File: config.mk
export PLATFORM = sky130hd
export DESIGN_NAME = operand_memory
export DESIGN_NICKNAME = d
export VERILOG_FILES = /design/src/rtl/operand_memory_pkg.sv /design/src/rtl/operand_memory_array.sv /design/src/rtl/operand_memory.sv
export SDC_FILE = /design/constraint.sdc
export NUM_CORES = 1
export LEC_CHECK = 0
export ABC_AREA = 0
export ABC_CLOCK_PERIOD_IN_PS = 3560
export CORE_ASPECT_RATIO = 0.5
export CORE_MARGIN = 10
export CORE_UTILIZATION = 60
export DETAILED_ROUTE_END_ITERATION = 7
export PLACE_DENSITY = 0.79
export RECOVER_POWER = 100
export REMOVE_ABC_BUFFERS = 1
export SYNTH_ARGS = -nofsm -noshare
export SYNTH_HDL_FRONTEND = slang
export SYNTH_SLANG_ARGS = --single-unit
export TNS_END_PERCENT = 10
File: constraint.sdc
create_clock -name clk -period 3.56 [get_ports clk]
set_input_delay 0.712 -clock clk [delete_from_list [all_inputs] [get_ports clk]]
set_output_delay 0.712 -clock clk [all_outputs]
set_load 0.03 [all_outputs]
File: src/rtl/operand_memory_pkg.sv
// operand_memory_pkg: shared definitions for the operand memory.
//   NUM_RD        - number of read ports (2 when OPERAND_MEMORY_RD2_EN is defined, else 1)
//   state_t       - init/run FSM state
//   DEFAULT_TABLE - team default operand constants loaded after every reset
//   init_word()   - default word for an index (0 beyond the table)
package operand_memory_pkg;

`ifdef OPERAND_MEMORY_RD2_EN
  localparam int unsigned NUM_RD = 2;
`else
  localparam int unsigned NUM_RD = 1;
`endif

  typedef enum logic {S_INIT, S_RUN} state_t;

  localparam logic [15:0] DEFAULT_TABLE [16] = '{
    16'h4DA3, 16'h1F2C, 16'h83B7, 16'h5E01,
    16'h0A9D, 16'hD635, 16'h7C48, 16'h2B6E,
    16'h91F0, 16'h3D27, 16'hE4A2, 16'h6B59,
    16'hC08E, 16'h17D4, 16'hA36B, 16'hD919
  };

  function automatic logic [15:0] init_word(input logic [31:0] idx);
    if (idx < 32'd16) return DEFAULT_TABLE[idx[3:0]];
    return 16'h0000;
  endfunction

endpackage

File: src/rtl/operand_memory_array.sv
// operand_memory_array: plain storage, one write port and NRD registered read ports.
// No reset; read registers hold when their enable is low.
//   clk   - clock
//   we    - write enable, waddr/wdata - write address/data
//   re    - per-port read enable, raddr - per-port read address
//   rdata - per-port registered read data (old contents on a same-cycle write)
module operand_memory_array #(
  parameter int unsigned DATA_W = 16,
  parameter int unsigned ADDR_W = 4,
  parameter int unsigned DEPTH  = 16,
  parameter int unsigned NRD    = 1
) (
  input  logic                           clk,
  input  logic                           we,
  input  logic [ADDR_W-1:0]              waddr,
  input  logic [DATA_W-1:0]              wdata,
  input  logic [NRD-1:0]                 re,
  input  logic [NRD-1:0][ADDR_W-1:0]     raddr,
  output logic [NRD-1:0][DATA_W-1:0]     rdata
);

  logic [DATA_W-1:0] mem [DEPTH];

  always_ff @(posedge clk) begin
    if (we) mem[waddr] <= wdata;
  end

  always_ff @(posedge clk) begin
    for (int unsigned i = 0; i < NRD; i++) begin
      if (re[i]) rdata[i] <= mem[raddr[i]];
    end
  end

endmodule

File: src/rtl/operand_memory.sv
// operand_memory: writable operand store with self-initialisation after reset.
// Optional second read port enabled by defining OPERAND_MEMORY_RD2_EN.
//   clk, rst           - clock, asynchronous active-high reset
//   init_busy          - high during reset and the DEPTH-cycle default-table load
//   wr_en/wr_addr/wr_data - write port (ignored during init, dropped if out of range)
//   rd_en/rd_addr      - read request; rd_valid/rd_data one cycle later
//   rd2_*              - second read port (only with OPERAND_MEMORY_RD2_EN)
module operand_memory
  import operand_memory_pkg::*;
#(
  parameter int unsigned DATA_W = 16,
  parameter int unsigned ADDR_W = 4,
  parameter int unsigned DEPTH  = 16
) (
  input  logic              clk,
  input  logic              rst,
  output logic              init_busy,
  input  logic              wr_en,
  input  logic [ADDR_W-1:0] wr_addr,
  input  logic [DATA_W-1:0] wr_data,
  input  logic              rd_en,
  input  logic [ADDR_W-1:0] rd_addr,
  output logic              rd_valid,
  output logic [DATA_W-1:0] rd_data
`ifdef OPERAND_MEMORY_RD2_EN
  ,
  input  logic              rd2_en,
  input  logic [ADDR_W-1:0] rd2_addr,
  output logic              rd2_valid,
  output logic [DATA_W-1:0] rd2_data
`endif
);

  localparam logic [ADDR_W:0]   DEPTH_X = (ADDR_W + 1)'(DEPTH);
  localparam logic [ADDR_W-1:0] LAST    = ADDR_W'(DEPTH - 1);

  state_t                          state_q;
  logic [ADDR_W-1:0]               cnt_q;
  logic                            run;
  logic                            wr_ok;
  logic                            mem_we;
  logic [ADDR_W-1:0]               mem_waddr;
  logic [DATA_W-1:0]               mem_wdata;
  logic [NUM_RD-1:0]               req;
  logic [NUM_RD-1:0]               in_range;
  logic [NUM_RD-1:0]               arr_re;
  logic [NUM_RD-1:0][ADDR_W-1:0]   raddr;
  logic [NUM_RD-1:0][DATA_W-1:0]   arr_data;
  logic [NUM_RD-1:0][DATA_W-1:0]   data;
  // Per-port output qualifiers: zero_q forces 0 (reset / out-of-range read),
  // byp_q selects the captured write data for a same-address write-first read.
  logic [NUM_RD-1:0]               valid_q;
  logic [NUM_RD-1:0]               zero_q;
  logic [NUM_RD-1:0]               byp_q;
  logic [NUM_RD-1:0][DATA_W-1:0]   byp_data_q;

  always_comb begin
    req[0]   = rd_en;
    raddr[0] = rd_addr;
`ifdef OPERAND_MEMORY_RD2_EN
    req[1]   = rd2_en;
    raddr[1] = rd2_addr;
`endif
  end

  assign run   = (state_q == S_RUN);
  assign wr_ok = run && wr_en && ({1'b0, wr_addr} < DEPTH_X);

  // Init owns the write port until the whole table is loaded.
  always_comb begin
    mem_we    = wr_ok;
    mem_waddr = wr_addr;
    mem_wdata = wr_data;
    if (!run) begin
      mem_we    = 1'b1;
      mem_waddr = cnt_q;
      mem_wdata = DATA_W'(init_word(32'(cnt_q)));
    end
  end

  always_comb begin
    for (int unsigned i = 0; i < NUM_RD; i++) begin
      in_range[i] = ({1'b0, raddr[i]} < DEPTH_X);
      arr_re[i]   = run && req[i] && in_range[i];
      if (zero_q[i])     data[i] = '0;
      else if (byp_q[i]) data[i] = byp_data_q[i];
      else               data[i] = arr_data[i];
    end
  end

  operand_memory_array #(
    .DATA_W (DATA_W),
    .ADDR_W (ADDR_W),
    .DEPTH  (DEPTH),
    .NRD    (NUM_RD)
  ) u_array (
    .clk   (clk),
    .we    (mem_we),
    .waddr (mem_waddr),
    .wdata (mem_wdata),
    .re    (arr_re),
    .raddr (raddr),
    .rdata (arr_data)
  );

  always_ff @(posedge clk or posedge rst) begin
    if (rst) begin
      state_q    <= S_INIT;
      cnt_q      <= '0;
      init_busy  <= 1'b1;
      valid_q    <= '0;
      zero_q     <= '1;
      byp_q      <= '0;
      byp_data_q <= '0;
    end else begin
      unique case (state_q)
        S_INIT: begin
          cnt_q   <= cnt_q + 1'b1;
          valid_q <= '0;
          if (cnt_q == LAST) begin
            state_q   <= S_RUN;
            init_busy <= 1'b0;
          end
        end
        S_RUN: begin
          for (int unsigned i = 0; i < NUM_RD; i++) begin
            valid_q[i] <= req[i];
            if (req[i]) begin
              zero_q[i]     <= !in_range[i];
              byp_q[i]      <= wr_ok && (wr_addr == raddr[i]);
              byp_data_q[i] <= wr_data;
            end
          end
        end
        default: state_q <= S_INIT;
      endcase
    end
  end

  assign rd_valid = valid_q[0];
  assign rd_data  = data[0];
`ifdef OPERAND_MEMORY_RD2_EN
  assign rd2_valid = valid_q[1];
  assign rd2_data  = data[1];
`endif

endmodule

==> impl_metrics.env <==
export IMPL_fillers=1186
export IMPL_cts_repair_resized=0
export IMPL_clock_latency_ns=0.54
export IMPL_grt_pass1_wl_um=43200
export IMPL_required_ns=2.85
export IMPL_wire_per_inst_um=28.8
export IMPL_status="complete, but fails checks"
export IMPL_layoutNonFillerInstCount=998
export IMPL_hpwl_um=17800
export IMPL_grt_pass1_vias=6540
export IMPL_vias=6588
export IMPL_power_leakage_nw=4.62
export IMPL_grt_use_total_pct=21.4
export IMPL_min_period_ns=3.25
export IMPL_cts_htree_levels=1
export IMPL_rows=36
export IMPL_finalHoldViolCount=0
export IMPL_yosysTopAreaCell="edfxtp_1"
export IMPL_clockBufferDepth=3
export IMPL_yosys_warnings=0
export IMPL_path_class="reg2out"
export IMPL_fin_setup_tns_ns=0
export IMPL_worst_pin_slew_ns=1.81
export IMPL_rsz0062_at_grt="no"
export IMPL_worstPathArrival_ns=2.54
export IMPL_core_area_um2=19800
export IMPL_crit_fanout=17
export IMPL_hold_buffers=0
export IMPL_async_reset_ff_share_pct=8.42
export IMPL_clock_sink_count=297
export IMPL_ant_nets=0
export IMPL_holdCritPathClass="reg2reg"
export IMPL_netlist_area_um2=12300
export IMPL_detailedPlace_worstSlack_ns=0.656
export IMPL_place_gp_congestion=0.915
export IMPL_numCtsBuffers=25
export IMPL_violations="capacitance limit, slew limit"
export IMPL_io_buffer_count=45
export IMPL_antenna_found_initial=0
export IMPL_p_per_area_nw_per_um2=502
export IMPL_nets=751
export IMPL_cts_root_buf="clkbuf_16"
export IMPL_finalCritPeriodShare_pct=91.4
export IMPL_hold_path_startpoint="init_busy"
export IMPL_viasPerCell=6.60
export IMPL_seq_area_frac_synth_pct=71.8
export IMPL_dieWidth_um=222
export IMPL_overflow=0
export IMPL_syn2layout_area_growth_pct=12.2
export IMPL_cp_end_kind="output port"
export IMPL_die_area_um2=26900
export IMPL_reg2reg_to="u_array.mem[4][9]"
export IMPL_drt_pass1_iterations=7
export IMPL_clk_pin_slew_ns=0.07
export IMPL_layout_drive_gt1_share_pct=16.7
export IMPL_postLayoutCellArea_um2=13800
export IMPL_startpoint="zero_q"
export IMPL_drt_initial_drc_count=877
export IMPL_syn_area_per_cell_um2=19.2
export IMPL_synthTopCellsByArea="edfxtp_1 (67%), mux4_2 (8.3%), mux4_1 (5.1%)"
export IMPL_synthCells=640
export IMPL_ioPinCount=46
export IMPL_wl_um=28700
export IMPL_setup_viol=0
export IMPL_endpoint="rd_data[1]"
export IMPL_slowest_stage="dfstp_1"
export IMPL_ir_drop_mv=0.371
export IMPL_placed_cells_incl_taps=954
export IMPL_worstSetupStartpointType="register"
export IMPL_layout_setup_ws_ns=0.307
export IMPL_initial_core_util_pct=62.0
export IMPL_ys_types=52
export IMPL_synth_edf_count=272
export IMPL_fmax_mhz=307
export IMPL_synth_top_area_share_pct=66.6
export IMPL_post_cts_buffers=0
export IMPL_drv_slew=43
export IMPL_ys_ff_latch=297
export IMPL_max_slew_margin_pct=-21.1
export IMPL_die_h_um=121
export IMPL_slowest_delay_ns=1.08
export IMPL_tritoncts="yes"
export IMPL_diodes=0
export IMPL_rr_worst_depth=6
export IMPL_crit_path_cell_trace="nor2_1 > dlygate4sd3_1"
export IMPL_grt_max_degree=66
export IMPL_ff2ff_setup_slack_ns=0.48
export IMPL_r2r_start="cnt_q[0]"
export IMPL_placed_area_um2=13200
export IMPL_maxCapViolCount=2
export IMPL_drc=0
export IMPL_synth_main_ff_cell="edfxtp_1"
export IMPL_skew_ns=0.0247
cells in the final DEF, fill, tap and decap left out, drive strengths merged, types with 2 or more instances in the layout:
master	netlist	layout
edfxtp	272	272
mux4	69	69
clkbuf	14	60
nor2	41	41
nand2	35	35
a22oi	33	33
clkdlybuf4s50	0	24
dfrtp	23	23
dlygate4sd3	0	19
mux2	19	19
mux2i	17	17
buf	24	14
inv	10	11
clkinv	1	11
ha	8	8
o31ai	6	6
nor2b	6	6
o21ai	5	5
and3	5	5
a21oi	5	5
xnor2	4	4
nand2b	4	4
xor2	4	4
and2	3	3
o41ai	3	3
nor3	3	3
a31oi	3	3
o21a	2	2
o211a	2	2
a221oi	2	2
nand4	2	2
nor3b	2	2
clkinvlp	0	2
dfstp	2	2
area by class of cell:
| cell class | instances | area (um^2) | share of cell area [%] |
|---|---|---|---|
| Clock buffer | 31 | 658 | 4.78 |
| Inverter | 11 | 41.3 | 0.300 |
| Multi-Input combinational cell | 294 | 3200 | 23.3 |
| Timing Repair Buffer | 86 | 657 | 4.78 |
| Clock inverter | 13 | 68.8 | 0.500 |
| Sequential cell | 297 | 8800 | 63.9 |
| Tap cell | 266 | 333 | 2.42 |
cells in the mapped netlist (all sizes together) (3+ instances only):
cell / instances
edfxtp: 272
mux4: 69
nor2: 41
nand2: 35
a22oi: 33
buf: 24
dfrtp: 23
mux2: 19
mux2i: 17
clkbuf: 14
inv: 10
ha: 8
nor2b: 6
o31ai: 6
a21oi: 5
and3: 5
o21ai: 5
nand2b: 4
xnor2: 4
xor2: 4
a31oi: 3
and2: 3
nor3: 3
o41ai: 3
worst max-delay path, delay by kind of cell, from the launching register on:
kind          cells  cell delay [ns]
simple gates      1             0.17
buf+inv           1             0.75
flops             1             1.08
worst min-delay path by stage:
stage	slack (ns)	to	depth (start not counted)
floorplan	0.46	byp_data_q[10]	1
global route	0.48	init_busy	1
global placement	0.46	init_busy	1
detailed placement	0.47	init_busy	1
CTS	0.47	init_busy	1
finish	0.47	init_busy	1
through the flow:
step                util [%]  total power, W  hold slack, ns
finish                  69.6         0.00690           0.467
global route            69.6         0.00708           0.477
CTS                     70.3         0.00693           0.469
detailed placement      66.6         0.00448           0.467
global placement        66.6         0.00446           0.463
floorplan                  -         0.00423           0.464
state kept, by name, summed over array words and instances (netlist names):
signal	cells
byp_data_q	16
zero_q	1
u_array.mem	256
cnt_q	4
rd_valid	1
init_busy	1
u_array.rdata	16
run	1
byp_q	1
power breakdown:
part | leakage, nW | internal [W] | switching (W)
combinational | 1.49 | 0.000184 | 0.000297
clock | 0.356 | 0.00131 | 0.00119
sequential | 2.77 | 0.00389 | 0.0000258
per-layer routing:
layer | global-route usage, % | wire [um] | vias to the layer above
met3 | 4.79 | 3470 | 54
met1 | 30.6 | 11600 | 3376
met4 | 6.17 | 720 | 0
met2 | 32.5 | 12900 | 411
li1 | - | - | 2747
met5 | 0 | 0 | -
logic make-up after synthesis:
logic type | after synthesis | synth area share (%)
AOI/OAI and AO/OA | 69 | 4.13
buffers and inverters | 49 | 2.41
xor gates and xnor gates | 8 | 0.572
adders and majority gates | 8 | 0.817
and+or+nand+nor | 104 | 3.77
DFF | 297 | 71.8
muxes | 105 | 16.5
Power figures use the tool's default switching activity.
==> variant: new RTL, same settings <==
Put a register stage on the outputs `rd_valid` and `rd_data`, with the module's reset. The values now appear one clock later. The other outputs are not delayed to match. Comments in the files are not updated.
--- a/src/rtl/operand_memory.sv
+++ b/src/rtl/operand_memory.sv
@@ -138,6 +138,13 @@
   end
 
-  assign rd_valid = valid_q[0];
-  assign rd_data  = data[0];
+  always_ff @(posedge clk or posedge rst) begin
+    if (rst) begin
+      rd_valid <= '0;
+      rd_data  <= '0;
+    end else begin
+      rd_valid <= valid_q[0];
+      rd_data  <= data[0];
+    end
+  end
 `ifdef OPERAND_MEMORY_RD2_EN
   assign rd2_valid = valid_q[1];
Function: same outputs for any inputs over 10 cycles, from zero or initial values and one cycle with rst high; that may be too few to reach the edited logic, so the function may still have changed.
==> variant against the unedited design <==
The flow still finishes with violations (capacitance limit, slew limit); setup slack improved by 0.084 ns; global-route usage is 0.35 points higher; sequential cell count rose by 17; register-to-register slack worse by 0.09 ns; hold slack worse by 0.11 ns; maximum frequency rose by 2.6%; via count increased by 3.5%; wire length grew 4.1%; power grew 6.1%; area after synthesis up 3.6%; design area rose by 3.6%.
==> variant: results (changes against the unedited design) <==
cell with the largest stage delay on the worst path sky130_fd_sc_hd__dfrtp_1; post-synthesis mux area share 15.6% (-0.94 points); startpoint of the most critical register-to-register path cnt_q[1]; placed instance count 982 (+2.9%); placer's final routability congestion estimate 0.860 (-6.0%); Detail Route met3 WL 3.95 mm (+14%); max-slew violation count 33 (-23%); synthesized area divided by synthesized cell count 19.0 um^2 (-0.60%); length of routed met2 wiring 13.6 mm (+5.1%); Synth Area in Compound Gates 4.07% (-0.065 points); highest metal layer with signal wires met5; M1 WL 11.7 mm (+1.3%); wire length of the first global-routing pass 44.2 mm (+2.3%); final std cells w/o fill 1,032 (+3.4%); arrival time worst endpoint 3.41 ns (+0.87 ns); max-cap viol count 2 (unchanged); total detailed-routing wirelength 29.9 mm (+4.1%); met3 GRT Util 7.26% (+2.5 points); number of detailed-routing iterations run before antenna repair 5 (-2); overall via count from detail_route 6,821 (+3.5%); post-placement cell area 0.0136 mm^2 (+3.0%); depth of the worst hold-timing path 0 (-1); pre-CTS setup slack 0.774 ns (+0.118 ns); Peak supply drop 0.408 mV (+10%); FF-to-FF End u_array.mem[5][9]; status complete, but fails checks; share of flip-flops with an asynchronous set or reset 13.4% (+5.0 points); First DRT Iteration DRCs 1,187 (+35%); Hold Slack 0.361 ns (-0.106 ns); Worst Hold End rd_valid; Hold Path Origin valid_q; hpwl dp 17.0 mm (-4.0%); violated checks capacitance limit, slew limit; number of fillers in the final layout 1,271 (+7.2%); met2 Use GR 33.2% (+0.74 points); adder and majority cell fraction of the synthesized area 0.788% (-0.028 points); count of cell types in the netlist 50 (-3.8%); top area cells in the synthesized netlist sky130_fd_sc_hd__edfxtp_1 64%, sky130_fd_sc_hd__mux4_2 8.3%, sky130_fd_sc_hd__dfrtp_1 7.9%; sequential element share of the synthesized area 72.6% (+0.86 points)
## variant: changes by cell type in the layout (fill, tap and decap cells not counted), moves of 3 or more
cell / unedited run / this run
sky130_fd_sc_hd__nor2_2: 14 / 3
sky130_fd_sc_hd__buf_4: 12 / 6
sky130_fd_sc_hd__dfrtp_1: 23 / 40
sky130_fd_sc_hd__mux4_1: 24 / 21
sky130_fd_sc_hd__mux2_2: 9 / 0
sky130_fd_sc_hd__nor2_1: 27 / 40
sky130_fd_sc_hd__mux2_1: 10 / 17
sky130_fd_sc_hd__clkbuf_2: 2 / 10
## variant: layout make-up
type	instances	area, um^2	share of cell area, %
antenna	1	2.50	0.0176
clock buffer	36	729	5.12
clock inverter	13	78.8	0.553
inverter	10	37.5	0.263
multi-input combinational	300	3180	22.3
sequential	314	9220	64.7
tap	273	342	2.40
timing repair buffer	85	657	4.61
## variant: worst max-delay path by stage
stage	end	cells past startpoint	from	slack (ns)
6_report	u_array.mem[5][9]	6	cnt_q[1]	0.39
3_3_place_gp	u_array.mem[6][6]	5	cnt_q[0]	0.87
5_1_grt	u_array.mem[2][9]	6	cnt_q[0]	0.25
2_1_floorplan	u_array.rdata[0]	2	run	0.85
4_1_cts	u_array.mem[5][6]	5	cnt_q[0]	0.71
3_5_place_dp	u_array.mem[5][6]	5	cnt_q[0]	0.77
## variant: cell families after synthesis
group / Yosys count
multiplexers: 103
AO/OA/AOI/OAI: 70
XOR/XNOR: 10
adder cells (fa/ha/maj): 8
buffers and inverters: 53
flip-flops: 314
AND/OR/NAND/NOR: 109
## variant: where the power goes
| part | switching (mW) | total, mW | internal [mW] |
|---|---|---|---|
| registers | 0.0455 | 4.15 | 4.10 |
| logic | 0.275 | 0.455 | 0.180 |
| clock network | 1.27 | 2.72 | 1.45 |
| total | 1.59 | 7.32 | 5.73 |
